**config.mk**
```make
export PLATFORM = sky130hd
export DESIGN_NAME = fetch_queue_flat
export DESIGN_NICKNAME = d
export VERILOG_FILES = /design/src/rtl/fetch_queue_if.sv /design/src/rtl/fetch_queue.sv /design/src/flat_wrapper.sv
export SDC_FILE = /design/constraint.sdc
export NUM_CORES = 1
export LEC_CHECK = 0
export BUFFER_PORTS_ARGS = -buffer_cell sky130_fd_sc_hd__buf_2
export CORE_ASPECT_RATIO = 2
export CORE_MARGIN = 2
export CORE_UTILIZATION = 65
export CTS_BUF_LIST = sky130_fd_sc_hd__clkbuf_2
export DETAILED_ROUTE_END_ITERATION = 8
export PLACE_DENSITY = 0.88
export SLEW_MARGIN = 25
export SYNTH_ARGS = -nofsm -noshare
export SYNTH_HDL_FRONTEND = slang
export SYNTH_SLANG_ARGS = --single-unit
```
**constraint.sdc**
```tcl
create_clock -name clk -period 10 [get_ports clk]
set_clock_uncertainty 0.2 [all_clocks]
set_input_delay 1.5 -clock clk [delete_from_list [all_inputs] [get_ports clk]]
set_output_delay 1.5 -clock clk [all_outputs]
set_load 0.02 [all_outputs]
```
**src/rtl/fetch_queue_if.sv**
```systemverilog
// Fetch-stage bus bundle: redirect input, instruction-memory request/response
// channel and the decoder-facing valid/ready output.
interface fetch_queue_if;
  logic        redirect_valid;
  logic [31:0] redirect_pc;
  logic        imem_req_valid;
  logic        imem_req_ready;
  logic [31:0] imem_req_addr;
  logic        imem_resp_valid;
  logic [31:0] imem_resp_data;
  logic        out_valid;
  logic        out_ready;
  logic [31:0] out_instr;
  logic [31:0] out_pc;

  // fetch stage side
  modport master (
    input  redirect_valid, redirect_pc, imem_req_ready,
           imem_resp_valid, imem_resp_data, out_ready,
    output imem_req_valid, imem_req_addr, out_valid, out_instr, out_pc
  );

  // memory / decoder / redirect source side
  modport slave (
    output redirect_valid, redirect_pc, imem_req_ready,
           imem_resp_valid, imem_resp_data, out_ready,
    input  imem_req_valid, imem_req_addr, out_valid, out_instr, out_pc
  );
endinterface

```
**src/rtl/fetch_queue.sv**
```systemverilog
// Instruction fetch queue: owns the fetch PC, issues in-order word fetches
// under a credit limit, buffers {pc, instr} in a FIFO for the decoder and
// discards in-flight fetches on redirect.
module fetch_queue #(
  parameter logic [31:0] RESET_PC = 32'h0000_0000,
  parameter int          DEPTH    = 4,
  parameter int          CNT_W    = 3
) (
  input logic           clk,
  input logic           rst,
  fetch_queue_if.master bus
);
  localparam int PTR_W = (DEPTH > 1) ? $clog2(DEPTH) : 1;
  localparam logic [CNT_W:0] DEPTH_C = (CNT_W+1)'(DEPTH);

  logic [31:0]                  fetch_pc, resp_pc;
  logic [CNT_W-1:0]             count, inflight, drop;
  logic [PTR_W-1:0]             wr_ptr, rd_ptr;
  logic [DEPTH-1:0][31:0]       fifo_pc, fifo_instr;

  logic [CNT_W:0] occupancy;
  logic [31:0]    redirect_base;
  logic           redir, req_fire, resp_fire, push, pop, non_empty;

  // Outstanding fetches still destined for the FIFO count against its space;
  // fetches marked for dropping do not.
  assign occupancy     = {1'b0, count} + {1'b0, inflight} - {1'b0, drop};
  assign redir         = bus.redirect_valid;
  assign redirect_base = bus.redirect_pc & 32'hFFFF_FFFC;
  assign non_empty     = (count != '0);

  assign bus.imem_req_valid = !rst && !redir && (occupancy < DEPTH_C);
  assign bus.imem_req_addr  = fetch_pc;
  assign bus.out_valid      = non_empty && !redir;
  assign bus.out_instr      = non_empty ? fifo_instr[rd_ptr] : 32'h0;
  assign bus.out_pc         = non_empty ? fifo_pc[rd_ptr]    : 32'h0;

  assign req_fire  = bus.imem_req_valid && bus.imem_req_ready;
  assign resp_fire = bus.imem_resp_valid;
  assign push      = resp_fire && (drop == '0) && !redir;
  assign pop       = bus.out_valid && bus.out_ready;

  // Control state: PCs, occupancy/credit counters and FIFO pointers.
  always_ff @(posedge clk or posedge rst) begin
    if (rst) begin
      fetch_pc <= RESET_PC;
      resp_pc  <= RESET_PC;
      count    <= '0;
      inflight <= '0;
      drop     <= '0;
      wr_ptr   <= '0;
      rd_ptr   <= '0;
    end else if (redir) begin
      // everything still outstanding after this cycle's response is stale
      fetch_pc <= redirect_base;
      resp_pc  <= redirect_base;
      count    <= '0;
      wr_ptr   <= '0;
      rd_ptr   <= '0;
      inflight <= inflight - CNT_W'(resp_fire);
      drop     <= inflight - CNT_W'(resp_fire);
    end else begin
      if (req_fire) fetch_pc <= fetch_pc + 32'd4;
      inflight <= inflight + CNT_W'(req_fire) - CNT_W'(resp_fire);
      if (resp_fire && (drop != '0)) drop <= drop - 1'b1;
      if (push) begin
        resp_pc <= resp_pc + 32'd4;
        wr_ptr  <= wr_ptr + 1'b1;
      end
      if (pop) rd_ptr <= rd_ptr + 1'b1;
      count <= count + CNT_W'(push) - CNT_W'(pop);
    end
  end

  // FIFO storage; contents are qualified by count so no reset is needed.
  always_ff @(posedge clk) begin
    if (push) begin
      fifo_pc[wr_ptr]    <= resp_pc;
      fifo_instr[wr_ptr] <= bus.imem_resp_data;
    end
  end

  // Memory must never return data that was not requested.
  a_no_spurious_resp: assert property (@(posedge clk) disable iff (rst)
    !(bus.imem_resp_valid && (inflight == '0)));
endmodule

```
**src/flat_wrapper.sv**
```systemverilog
// flat-port wrapper written by rule: the top's interface ports become plain ports
module fetch_queue_flat 
#(
  parameter logic [31:0] RESET_PC = 32'h0000_0000,
  parameter int          DEPTH    = 4,
  parameter int          CNT_W    = 3
)
  (clk, rst, bus_redirect_valid, bus_redirect_pc, bus_imem_req_ready, bus_imem_resp_valid, bus_imem_resp_data, bus_out_ready, bus_imem_req_valid, bus_imem_req_addr, bus_out_valid, bus_out_instr, bus_out_pc);
  fetch_queue_if bus_i ();
  input logic clk;
  input logic rst;
  input wire logic [$bits(bus_i.redirect_valid)-1:0] bus_redirect_valid;
  input wire logic [$bits(bus_i.redirect_pc)-1:0] bus_redirect_pc;
  input wire logic [$bits(bus_i.imem_req_ready)-1:0] bus_imem_req_ready;
  input wire logic [$bits(bus_i.imem_resp_valid)-1:0] bus_imem_resp_valid;
  input wire logic [$bits(bus_i.imem_resp_data)-1:0] bus_imem_resp_data;
  input wire logic [$bits(bus_i.out_ready)-1:0] bus_out_ready;
  output wire logic [$bits(bus_i.imem_req_valid)-1:0] bus_imem_req_valid;
  output wire logic [$bits(bus_i.imem_req_addr)-1:0] bus_imem_req_addr;
  output wire logic [$bits(bus_i.out_valid)-1:0] bus_out_valid;
  output wire logic [$bits(bus_i.out_instr)-1:0] bus_out_instr;
  output wire logic [$bits(bus_i.out_pc)-1:0] bus_out_pc;
  assign bus_i.redirect_valid = bus_redirect_valid;
  assign bus_i.redirect_pc = bus_redirect_pc;
  assign bus_i.imem_req_ready = bus_imem_req_ready;
  assign bus_i.imem_resp_valid = bus_imem_resp_valid;
  assign bus_i.imem_resp_data = bus_imem_resp_data;
  assign bus_i.out_ready = bus_out_ready;
  assign bus_imem_req_valid = bus_i.imem_req_valid;
  assign bus_imem_req_addr = bus_i.imem_req_addr;
  assign bus_out_valid = bus_i.out_valid;
  assign bus_out_instr = bus_i.out_instr;
  assign bus_out_pc = bus_i.out_pc;
  fetch_queue #(.RESET_PC(RESET_PC), .DEPTH(DEPTH), .CNT_W(CNT_W)) u_core (.clk(clk), .rst(rst), .bus(bus_i));
endmodule
```
==> impl_results.md <==
- Fin nets: 1150
- Placed cell area: 0.01498 sq mm
- Vias per cell: 5.988
- Routed WL: 27760 um
- Peak Freq: 202.4 MHz
- DRT met1 WL: 9829 um
- P&R area growth vs syn: 12.08%
- Seq/Total Area, Yosys: 0.6675
- Share of layout cells above drive strength 1: 0.3408
- Top-count cell post-synth: edfxtp_1
- Worst setup SP type: flip-flop
- CTS H-tree lvls: 3
- Ys async rst share: 0.2274
- Top layer in use: met4
- Die area: 0.02263 sq mm
- DRT iter0 DRCs: 508
- Area contributors post-synth: edfxtp_1, dfrtp_1, mux4_2, and2_1, mux2_2
- Routed len/inst: 20.09 um
- Clock tree sinks: 321
- Io pins: 168
- Vias in the first global route: 8576
- Final Hold Viols: 0
- Initial antenna violation count: 4
- Met2 wire len: 15330 um
- Syn Inst Count: 855
- Synth top area share: 0.5360
- RSZ-0062 raised after global routing: false
- TritonCTS clock tree: built
- GRT Overall Usage: 0.2540
- Final Instance Area: 0.01557 sq mm
- Data required, critical path: 8300 ps
- Hpwl dp: 17730 um
- Post-synth EDFFs: 248
- Fin Setup TNS: 0 ps
- Unique masters post-synth: 53
- Ys Warns: 0
- Worst-Margin Slew: 1104 ps
- Cells after DPL: 1257
- Hold slack: 366.3 ps
- Finished Layout Cells: 1382
- VDD IR max: 175.8 uV
- Core footprint: 0.02102 sq mm
- Post-synth top flop: edfxtp_1
- Initial Utilization: 0.6610
- RePlAce Congestion: 0.8676
- Status: finished, final reports clean
- Synthesized area per cell: 16.25 sq um
- CTS Root Cell: clkbuf_2
- Slew Limit Headroom: 0.2584
- First-pass GRT wire length: 43640 um
- DRC: 0
- Top cells by count, synth: edfxtp_1, dfrtp_1, and2_1
- Via count: 8275
- Post-route ant nets: 0
- Pin count of the biggest net entering global routing: 66
- Slew Limit Fails: 0
- Power density cells: 227.4 mW/mm^2
- First-pass iteration count of the detailed router: 5
- Row cnt: 75
- Post-CTS Setup Bufs: 0
- Yosys reg bits: 321
- CTS max path bufs: 3
- Area leader, netlist: edfxtp_1
- Post-CTS Resized: 0
- Chip height: 210.8 um
- Crit path DAT: 3240 ps
- Routed wl met3: 1364 um
- CTS Hold Bufs: 0
- CTS clk-pin slew, worst paths: 120 ps
- GR Overflow Total: 0
- Worst hold path class: flip-flop to flip-flop
- Crit. End Element: output port
- Die Width: 107.4 um
- Worst skew pair latency: 800 ps
- Worst Path Max Fanout: 40
- Crit share post-route: 0.4940
- CTS buffer count: 69
- Max Cap Viol: 0
- CP Class: flip-flop to output port
- Leak: 5.786 nW
- Post-Syn Area: 0.01389 sq mm
- Setup Viol. Count Final: 0
- Tmin final: 4940 ps
- # port buffers: 161
## where the power goes
part / switching [W] / internal [W] / leakage [nW]
sequential: 0.000106 / 0.00153 / 3.08
combinational: 0.000680 / 0.000488 / 2.26
clock: 0.000474 / 0.000261 / 0.448
total: 0.00126 / 0.00228 / 5.79
## cells in the final DEF, fill, tap and decap left out, types with 5 or more instances in the layout
master      n
nand2b_1   10
and2_1     65
and4_1      6
nand4_1    20
nor3_1     10
clkinv_1   22
o31ai_1     5
and3_1     12
buf_2     161
dfrtp_1    71
mux2_2     28
o21a_1      5
a31oi_1     5
inv_1      25
nand3_1    21
or4_1       6
mux4_2     62
buf_4      12
nand2_1    26
a21boi_0   11
edfxtp_1  248
o31a_1      6
o21ai_0     8
nor2_1     20
a21oi_1    12
xnor2_1    31
xor2_1     23
clkbuf_2   97
nor4_1      6
ha_1       17
## kinds of logic (layout without fill, tap and decap cells)
logic type / after synthesis / in the layout / synth area share
DFF: 321 / 321 / 0.6675
and+or+nand+nor: 228 / 228 / 0.09555
muxes: 94 / 94 / 0.1261
buffers and inverters: 70 / 321 / 0.02107
AOI/OAI and AO/OA: 66 / 66 / 0.03440
xor gates and xnor gates: 54 / 54 / 0.03404
adders and majority gates: 21 / 21 / 0.02107
other: 1 / 8 / 0.0002699
## flip-flops by register name, indices dropped and copies added, names as in the netlist
register and flops:
u_core.fifo_instr 128, u_core.fifo_pc 120, u_core.bus.imem_req_addr 30, u_core.resp_pc 30, u_core.count 3, u_core.drop 3
u_core.inflight 3, u_core.rd_ptr 2, u_core.wr_ptr 2
## per-layer routing
layer / GRT usage / up-vias
met5: 0 / -
met4: 0.1388 / 0
met3: 0.04659 / 83
met2: 0.4531 / 290
met1: 0.2837 / 4164
li1: - / 3738
## cell type report
| type | instances | area [sq um] |
|---|---|---|
| clock inverters | 24 | 93.84 |
| inverters | 27 | 101.3 |
| multi-input cells | 467 | 4369 |
| flip-flops and latches | 321 | 9279 |
| clock buffers | 97 | 485.5 |
| repair buffers | 173 | 895.9 |
| well taps | 269 | 336.6 |
| diodes | 4 | 10.01 |
| fillers | 1397 | 5449 |
## per-stage QoR
step	utilization	worst slack [ps]	total power, W
after floorplan	-	5873	0.002477
after global placement	0.7115	5668	0.002818
after detailed placement	0.7124	5628	0.002850
after CTS	0.7400	4891	0.003585
after global routing	0.7408	4775	0.003740
final	0.7408	5060	0.003541
## critical path, stage by stage, from the launching register on
cell	delay, ps
dfrtp_4	760
buf_4	700
mux4_2	620
and2_1	180
buf_2	150
## final timing paths
kind	startpoint	endpoint	slack (ps)	depth (start not counted)
min reg2reg	u_core.inflight[2]	u_core.inflight[2]	370	1
max in group asynchronous	rst	u_core.bus.imem_req_addr[9]	7950	3
max	u_core.rd_ptr[0]	bus_out_pc[4]	5060	4
min	u_core.inflight[2]	u_core.inflight[2]	370	1
min in group asynchronous	rst	u_core.resp_pc[31]	590	2
max reg2reg	u_core.drop[2]	u_core.inflight[1]	6220	11
(Power assumes the default switching activity.)
